**config.mk**
```make
export PLATFORM = sky130hd
export DESIGN_NAME = mem_arbiter_flat
export DESIGN_NICKNAME = d
export VERILOG_FILES = /design/src/rtl/mem_arb_pkg.sv /design/src/rtl/mem_arbiter_if.sv /design/src/rtl/rr_arb2.sv /design/src/rtl/mem_arbiter.sv /design/src/flat_wrapper.sv
export SDC_FILE = /design/constraint.sdc
export NUM_CORES = 1
export LEC_CHECK = 0
export CAP_MARGIN = 20
export CORE_AREA = 4 4 113 115
export CTS_CLUSTER_SIZE = 12
export DETAILED_ROUTE_END_ITERATION = 8
export DIE_AREA = 0 0 117 119
export PLACE_DENSITY = 0.77
export SLEW_MARGIN = 30
export SYNTH_ARGS = -nofsm -noshare
export SYNTH_HDL_FRONTEND = slang
export SYNTH_HIERARCHICAL = 1
export SYNTH_SLANG_ARGS = --single-unit
```
**constraint.sdc**
```tcl
create_clock -name clk -period 2.2 [get_ports clk]
set_clock_uncertainty 0.15 [all_clocks]
set_input_delay 0.33 -clock clk [delete_from_list [all_inputs] [get_ports clk]]
set_output_delay 0.33 -clock clk [all_outputs]
set_load 0.02 [all_outputs]
```
**src/rtl/mem_arb_pkg.sv**
```systemverilog
// Shared types and constants for the two-port memory arbiter.
package mem_arb_pkg;
  typedef enum logic [1:0] {IDLE, ISSUE, WAIT, RESP} state_t;

  localparam logic PORT_FETCH = 1'b0;
  localparam logic PORT_DATA  = 1'b1;
  localparam int   LAT_W      = 3;
endpackage

```
**src/rtl/mem_arbiter_if.sv**
```systemverilog
// Requester and memory-side bus of the arbiter; slave = arbiter view, master = requesters/memory view.
interface mem_arbiter_if #(
  parameter int ADDR_W = 32,
  parameter int DATA_W = 32
);
  logic              f_req;
  logic [ADDR_W-1:0] f_addr;
  logic              f_gnt;
  logic              f_rvalid;
  logic              d_req;
  logic              d_we;
  logic [ADDR_W-1:0] d_addr;
  logic [DATA_W-1:0] d_wdata;
  logic              d_gnt;
  logic              d_rvalid;
  logic [DATA_W-1:0] rdata;
  logic              mem_en;
  logic              mem_we;
  logic [ADDR_W-1:0] mem_addr;
  logic [DATA_W-1:0] mem_wdata;
  logic [DATA_W-1:0] mem_rdata;

  modport slave (
    input  f_req, f_addr, d_req, d_we, d_addr, d_wdata, mem_rdata,
    output f_gnt, f_rvalid, d_gnt, d_rvalid, rdata,
           mem_en, mem_we, mem_addr, mem_wdata
  );

  modport master (
    output f_req, f_addr, d_req, d_we, d_addr, d_wdata, mem_rdata,
    input  f_gnt, f_rvalid, d_gnt, d_rvalid, rdata,
           mem_en, mem_we, mem_addr, mem_wdata
  );
endinterface

```
**src/rtl/rr_arb2.sv**
```systemverilog
// Two-way round-robin pick: a lone requester wins, a tie goes to the port not granted last.
module rr_arb2
  import mem_arb_pkg::*;
(
  input  logic [1:0] req,
  input  logic       last_grant,
  output logic       winner,
  output logic       valid
);
  always_comb begin
    winner = PORT_FETCH;
    if (&req)       winner = ~last_grant;
    else if (req[1]) winner = PORT_DATA;
  end

  assign valid = |req;
endmodule

```
**src/rtl/mem_arbiter.sv**
```systemverilog
// Shares one single-port synchronous memory between fetch (port 0) and data (port 1),
// one access in flight, fixed read latency MEM_LAT, all outputs registered.
module mem_arbiter
  import mem_arb_pkg::*;
#(
  parameter int ADDR_W  = 32,
  parameter int DATA_W  = 32,
  parameter int MEM_LAT = 1
) (
  input  logic          clk,
  input  logic          reset_n,
  mem_arbiter_if.slave  bus
);
  localparam bit              LAT1     = (MEM_LAT == 1);
  localparam logic [LAT_W-1:0] CNT_LAST = LAT_W'(MEM_LAT - 1);

  state_t            state;
  logic [LAT_W-1:0]  cnt;
  logic              win;
  logic              last_grant;
  logic              lat_we;
  logic              pick;
  logic              pick_vld;
  logic              done;

  rr_arb2 u_rr (
    .req        ({bus.d_req, bus.f_req}),
    .last_grant (last_grant),
    .winner     (pick),
    .valid      (pick_vld)
  );

  // With MEM_LAT = 1 the ISSUE edge is itself the capture edge (WAIT takes zero cycles).
  assign done = (state == ISSUE && LAT1) || (state == WAIT && cnt == CNT_LAST);

  always_ff @(posedge clk or negedge reset_n) begin
    if (!reset_n) begin
      state         <= IDLE;
      cnt           <= '0;
      win           <= PORT_FETCH;
      last_grant    <= PORT_DATA;
      lat_we        <= 1'b0;
      bus.f_gnt     <= 1'b0;
      bus.d_gnt     <= 1'b0;
      bus.f_rvalid  <= 1'b0;
      bus.d_rvalid  <= 1'b0;
      bus.rdata     <= {DATA_W{1'b0}};
      bus.mem_en    <= 1'b0;
      bus.mem_we    <= 1'b0;
      bus.mem_addr  <= {ADDR_W{1'b0}};
      bus.mem_wdata <= {DATA_W{1'b0}};
    end else begin
      case (state)
        IDLE: begin
          if (pick_vld) begin
            win           <= pick;
            last_grant    <= pick;
            lat_we        <= (pick == PORT_DATA) && bus.d_we;
            bus.f_gnt     <= (pick == PORT_FETCH);
            bus.d_gnt     <= (pick == PORT_DATA);
            bus.mem_en    <= 1'b1;
            bus.mem_we    <= (pick == PORT_DATA) && bus.d_we;
            bus.mem_addr  <= (pick == PORT_DATA) ? bus.d_addr : bus.f_addr;
            bus.mem_wdata <= (pick == PORT_DATA) ? bus.d_wdata : {DATA_W{1'b0}};
            state         <= ISSUE;
          end
        end
        ISSUE: begin
          bus.f_gnt  <= 1'b0;
          bus.d_gnt  <= 1'b0;
          bus.mem_en <= 1'b0;
          bus.mem_we <= 1'b0;
          cnt        <= LAT_W'(1);
          state      <= WAIT;
        end
        WAIT: cnt <= cnt + LAT_W'(1);
        RESP: begin
          bus.f_rvalid <= 1'b0;
          bus.d_rvalid <= 1'b0;
          state        <= IDLE;
        end
        default: state <= IDLE;
      endcase

      // Capture edge overrides the ISSUE/WAIT bookkeeping above.
      if (done) begin
        if (!lat_we) bus.rdata <= bus.mem_rdata;
        bus.f_rvalid <= (win == PORT_FETCH);
        bus.d_rvalid <= (win == PORT_DATA);
        cnt          <= '0;
        state        <= RESP;
      end
    end
  end
endmodule

```
**src/flat_wrapper.sv**
```systemverilog
// flat-port wrapper written by rule: the top's interface ports become plain ports
module mem_arbiter_flat import mem_arb_pkg::*;
#(
  parameter int ADDR_W  = 32,
  parameter int DATA_W  = 32,
  parameter int MEM_LAT = 1
)
  (clk, reset_n, bus_f_req, bus_f_addr, bus_d_req, bus_d_we, bus_d_addr, bus_d_wdata, bus_mem_rdata, bus_f_gnt, bus_f_rvalid, bus_d_gnt, bus_d_rvalid, bus_rdata, bus_mem_en, bus_mem_we, bus_mem_addr, bus_mem_wdata);
  mem_arbiter_if #(.ADDR_W(ADDR_W), .DATA_W(DATA_W)) bus_i ();
  input  logic clk;
  input  logic reset_n;
  input wire logic [$bits(bus_i.f_req)-1:0] bus_f_req;
  input wire logic [$bits(bus_i.f_addr)-1:0] bus_f_addr;
  input wire logic [$bits(bus_i.d_req)-1:0] bus_d_req;
  input wire logic [$bits(bus_i.d_we)-1:0] bus_d_we;
  input wire logic [$bits(bus_i.d_addr)-1:0] bus_d_addr;
  input wire logic [$bits(bus_i.d_wdata)-1:0] bus_d_wdata;
  input wire logic [$bits(bus_i.mem_rdata)-1:0] bus_mem_rdata;
  output wire logic [$bits(bus_i.f_gnt)-1:0] bus_f_gnt;
  output wire logic [$bits(bus_i.f_rvalid)-1:0] bus_f_rvalid;
  output wire logic [$bits(bus_i.d_gnt)-1:0] bus_d_gnt;
  output wire logic [$bits(bus_i.d_rvalid)-1:0] bus_d_rvalid;
  output wire logic [$bits(bus_i.rdata)-1:0] bus_rdata;
  output wire logic [$bits(bus_i.mem_en)-1:0] bus_mem_en;
  output wire logic [$bits(bus_i.mem_we)-1:0] bus_mem_we;
  output wire logic [$bits(bus_i.mem_addr)-1:0] bus_mem_addr;
  output wire logic [$bits(bus_i.mem_wdata)-1:0] bus_mem_wdata;
  assign bus_i.f_req = bus_f_req;
  assign bus_i.f_addr = bus_f_addr;
  assign bus_i.d_req = bus_d_req;
  assign bus_i.d_we = bus_d_we;
  assign bus_i.d_addr = bus_d_addr;
  assign bus_i.d_wdata = bus_d_wdata;
  assign bus_i.mem_rdata = bus_mem_rdata;
  assign bus_f_gnt = bus_i.f_gnt;
  assign bus_f_rvalid = bus_i.f_rvalid;
  assign bus_d_gnt = bus_i.d_gnt;
  assign bus_d_rvalid = bus_i.d_rvalid;
  assign bus_rdata = bus_i.rdata;
  assign bus_mem_en = bus_i.mem_en;
  assign bus_mem_we = bus_i.mem_we;
  assign bus_mem_addr = bus_i.mem_addr;
  assign bus_mem_wdata = bus_i.mem_wdata;
  mem_arbiter #(.ADDR_W(ADDR_W), .DATA_W(DATA_W), .MEM_LAT(MEM_LAT)) u_core (.clk(clk), .reset_n(reset_n), .bus(bus_i));
endmodule
```
* After elaboration in Yosys (flattened, before gate mapping) *
Cells that the tools add are included.

cells by class
  muxes and demuxes = 20
  reductions and logical operators = 15
  bitwise operators = 4
  $add $sub $neg = 1
  equality and inequality tests = 5

operators by type and width
  cell                 count
  $mux 32              2
  $reduce_and 2->1     5
  $mux 1               9
  $pmux 1 s2           4
  $pmux 2 s3           1
  $pmux 3 s2           1
  $eq 2x2->1 const B   2
  $mux 2               2
  $not 1->1            4
  $reduce_bool 2->1    2
  $reduce_bool 4->1    1
  $add 3x1->3 const B  1
  $logic_not 3->1      1
  $mux 3               1
  $ne 3x1->1 const B   1
  $reduce_bool 3->1    1
  $eq 2x1->1 const B   1
  $logic_and 1x1->1    2
  $logic_not 2->1      1
  $ne 2x1->1 const B   1
  $reduce_or 2->1      1
  $logic_or 1x1->1     1

word-level totals
  bits in registers = 110
  word-level logic and storage cells = 59
  output and inout bits = 102
  input port bits = 133

* Longest topological paths before layout *
  word-level depth = 5
  depth in mapped cells = 7
  gate-level depth less buffers = 5

* By module *
Netlist, hierarchy kept.

by module, submodules not included
  module       area each (um2)  seq. area each (um2)  instances  cells an instance
  mem_arbiter  4,628.2          2,753.9               1          418
  rr_arb2      13.8             0.0                   1          2

* Worst setup path before layout *
No wires, ideal clock.

  path kind = register to register
  start point = reg u_core.state[0]
  end point = reg u_core.bus.rdata[0]
  slack = 0.370 ns
  stages on the path, launching flop included = 7
  arrival = 1.555 ns
  cells stage by stage = dfrtp_1 -> inv_1 -> ha_1 -> nand3b_4 -> a21oi_4 -> buf_6 -> mux2_2

between the ends
  cells in the longest elaborated chain, start to end = 4

ends and longest elaborated chain
  what                                   line                  source
  start: declaration                     mem_arbiter.sv:17     state_t state;
  start signal: assignment               mem_arbiter.sv:38     state <= IDLE;
  start signal: assignment               mem_arbiter.sv:65     state <= ISSUE;
  start signal: assignment               mem_arbiter.sv:74     state <= WAIT;
  $eq 2x2->1                             mem_arbiter.sv:34     assign done = (state == ISSUE && LAT1) || (state == WAIT && cnt == CNT_LAST);
  $logic_and 1x1->1                      mem_arbiter.sv:34
  $logic_or 1x1->1 (*)                   mem_arbiter.sv:34
  $reduce_and 2->1 (no source line) (*)  --
  end signal: assignment                 mem_arbiter.sv:47     bus.rdata <= {DATA_W{1'b0}};
  end signal: assignment                 mem_arbiter.sv:87     if (!lat_we) bus.rdata <= bus.mem_rdata;
  end: declaration                       mem_arbiter_if.sv:25  output f_gnt, f_rvalid, d_gnt, d_rvalid, rdata,

Mark *: on every way between the ends. The rest lies on a longest branch, timed or not.
A chain may end at the register's enable or synchronous reset.

* Final worst setup path *
  start point = reg u_core.state[0]
  end point = reg u_core.bus.rdata[7]

The elaborated chain is that of the path after synthesis.

==> impl_results.md <==
- Status: finished, final reports clean
- Core area: 0.0118 mm²
- Diode count: 0
- Final core utilization: 63.4%
- Maxcap violations: 0
- Period utilisation layout: 90.3%
- Via count: 3,844
- Post-DRT Antenna Nets: 0
- Fillers: 966
- Synth cell types: 27
- Sequential fraction of the synthesis area: 59.3%
- Total track usage: 17.7%
- IO Count: 235
- Dpl hpwl: 9640 µm
- Initial Util: 39.3%
- GPL Wtd Cong: 0.782
- Maximum number of pins on one net before global-route repair: 46
- Min Tclk post-route: 1.99 ns
- WP data arrival: 2.05 ns
- Kind of critical path: reg2reg
- Yosys warning total: 6
- CP max FO: 32
- Worst slew pin tran: 0.545 ns
- Chip Height: 119 µm
- Vias/cell: 4.79
- Port Buffers: 234
- Leakage: 3.39 nW
- Worst setup SP type: flop
- Worst hold path type: reg2reg
- Initial DRC count: 113
- Synthesized netlist cell count: 420
- Crit path required time: 2.27 ns
- Clock-pin slew on the worst setup and hold paths: 0.07 ns
- Slowest cell on crit path: dfrtp_1
- Final WL: 12,400 µm
- PostCTS Resize Cnt: 0
- RSZ-0062 raised after global routing: false
- Clock latency at the later pin of the worst-skew pair: 0.33 ns
- TritonCTS clock tree: done
- Most common cell after layout, fill and taps aside: clkdlybuf4s50_1
- TritonCTS buffer count: 9
- Setup TNS Final: 0 ns
- Longest Clk Path Bufs: 2
- Fin nets: 790
- H-tree levels: 3
- Worst rel slew slack: 63.7%
- Slowest stage delay, CP: 0.42 ns
- Die Wd: 117 µm
- Worst setup EP type: flop
- Total die area: 0.0139 mm²
- Synthesized area: 0.00464 mm²
- Syn nets: 560
- Yosys reg bits: 110
- DRC: 0
- GRT Residual Overflow: 0
- Fmax: 504 MHz
- Root buf cell: clkbuf_16
- Peak supply drop: 0.646 mV
- DRT Pass-1 Iters: 4
- Vias in the first global route: 4,058
- Rows: 40
- Clk sinks: 110
- Commonest cells after routing, fill and taps aside: 233 x clkdlybuf4s50_1, 111 x nand2_1, 109 x dfrtp_1, 40 x o21ai_0, 34 x nand3_1
- First-pass GRT wire length: 19,600 µm
- Routed len/inst: 15.4 µm
- Cell Pwr Density: 1390 mW/mm²
- Avg Inst Size Synth: 11.1 µm²
- Syn-to-layout area delta: 61.3%
- Final slew viol count: 0
- Share of layout cells above drive strength 1: 9.31%
- Final setup fails: 0
- Worst-path cell chain: inv_1 -> ha_1 -> nand3b_4 -> a21oi_4 -> buf_12 -> mux2_2
- Fin. Hold Viols: 0
- Initial antenna violation count: 0
==> metal layers <==
| metal | vias up | wire length [µm] | GRT usage, % | part of all wire (%) |
|---|---|---|---|---|
| li1 | 1867 | - | - | - |
| met1 | 1822 | 4640 | 19.4 | 37 |
| met2 | 139 | 6470 | 31.9 | 52 |
| met3 | 16 | 1080 | 5.84 | 8.8 |
| met4 | 0 | 196 | 5.59 | 1.6 |
| met5 | - | 0 | 0 | 0 |
==> sequential cells by signal (all words and copies together), names as in the netlist <==
signal,flops
u_core/lat_we,1
u_core/cnt,3
u_core/bus.mem_wdata,32
u_core/bus.d_rvalid,1
u_core/bus.mem_we,1
u_core/bus.f_gnt,1
u_core/bus.d_gnt,1
u_core/win,1
u_core/bus.mem_en,1
u_core/bus.rdata,32
u_core/last_grant,1
u_core/bus.f_rvalid,1
u_core/bus.mem_addr,32
u_core/state,2
==> per-stage QoR <==
stage          hold WS (ns)  std cells  setup WS, ns  power (mW)  instance area [µm²]
4_1_cts               0.320        802         0.210        10.5                 7490
5_1_grt               0.340        802         0.119        11.1                 7490
6_report              0.313        802         0.214        10.4                 7490
2_1_floorplan        -0.116        420         0.370        6.35                 4640
3_5_place_dp          0.199        785         0.213        8.91                 7180
3_3_place_gp          0.195        785         0.252        8.74                 7180
==> cells by family after synthesis <==
logic type               count (synthesis)  synth area share, %
AND/OR/NAND/NOR                        155                 14.3
AO/OA/AOI/OAI                           48                 5.82
multiplexers                            66                 15.1
flip-flops                             110                 59.3
adder cells (fa/ha/maj)                  7                 1.89
buffers and inverters                   34                 3.56
==> cells in the mapped netlist <==
cell type | n | share of area, %
nand3b_4 | 1 | 0.43
or2_1 | 1 | 0.13
nor2_1 | 1 | 0.081
dfrtp_1 | 109 | 59
buf_2 | 12 | 1.3
a21boi_1 | 1 | 0.16
a21oi_4 | 1 | 0.35
nand2_1 | 112 | 9.1
a32o_1 | 1 | 0.22
mux2_1 | 2 | 0.49
ha_1 | 7 | 1.9
o22ai_1 | 2 | 0.27
dfstp_2 | 1 | 0.57
and2_1 | 2 | 0.27
a2bb2oi_1 | 1 | 0.19
mux2_2 | 31 | 7.5
o211ai_1 | 1 | 0.16
o21ai_0 | 40 | 4.3
clkbuf_1 | 10 | 0.81
buf_6 | 3 | 0.73
a22oi_1 | 1 | 0.16
nand3_1 | 34 | 3.7
mux2i_1 | 33 | 7.1
nand4bb_1 | 1 | 0.24
nand4_1 | 1 | 0.13
nor2b_1 | 2 | 0.27
inv_1 | 9 | 0.73
==> area by class of cell <==
type / count / area (µm²) / area share [%]
Multi-Input combinational cell: 276 / 1740 / 23.2
Inverter: 9 / 33.8 / 0.451
Clock buffer: 14 / 284 / 3.79
Clock inverter: 2 / 13.8 / 0.184
Sequential cell: 110 / 2750 / 36.8
Timing Repair Buffer: 244 / 2480 / 33.1
Tap cell: 147 / 184 / 2.46
==> report_power, final <==
| part | leakage (nW) | switching, mW | internal (mW) |
|---|---|---|---|
| clock network | 0.149 | 0.689 | 0.894 |
| logic | 1.87 | 2.70 | 2.65 |
| registers | 1.37 | 0.507 | 2.96 |
| total | 3.39 | 3.89 | 6.50 |
==> worst max-delay path, delay by kind of cell (launching register included) <==
family          cells  cell delay, ns
mux                 1            0.36
buf+inv             2            0.33
fa+ha+maj           1            0.28
simple gates        1            0.14
compound gates      1            0.19
flops               1            0.42
==> final timing paths <==
kind                       slack (ns)                startpoint  depth (start not counted)                  endpoint
hold / removal                   0.31  u_core/bus.mem_wdata[19]                          2  u_core/bus.mem_wdata[19]
max in group asynchronous        0.80                   reset_n                          3      u_core/bus.rdata[29]
setup reg to reg                 0.21           u_core/state[0]                          6       u_core/bus.rdata[7]
setup / recovery                 0.21           u_core/state[0]                          6       u_core/bus.rdata[7]
min in group asynchronous        0.38                   reset_n                          2       u_core/bus.rdata[0]
hold reg to reg                  0.31  u_core/bus.mem_wdata[19]                          2  u_core/bus.mem_wdata[19]
==> repair_timing <==
action                    in CTS  in global routing
hold buffers                   1                  0
hold endpoints to repair      39                  0
buffers inserted               0                  0
No activity file was read; power rests on OpenSTA's default activity.
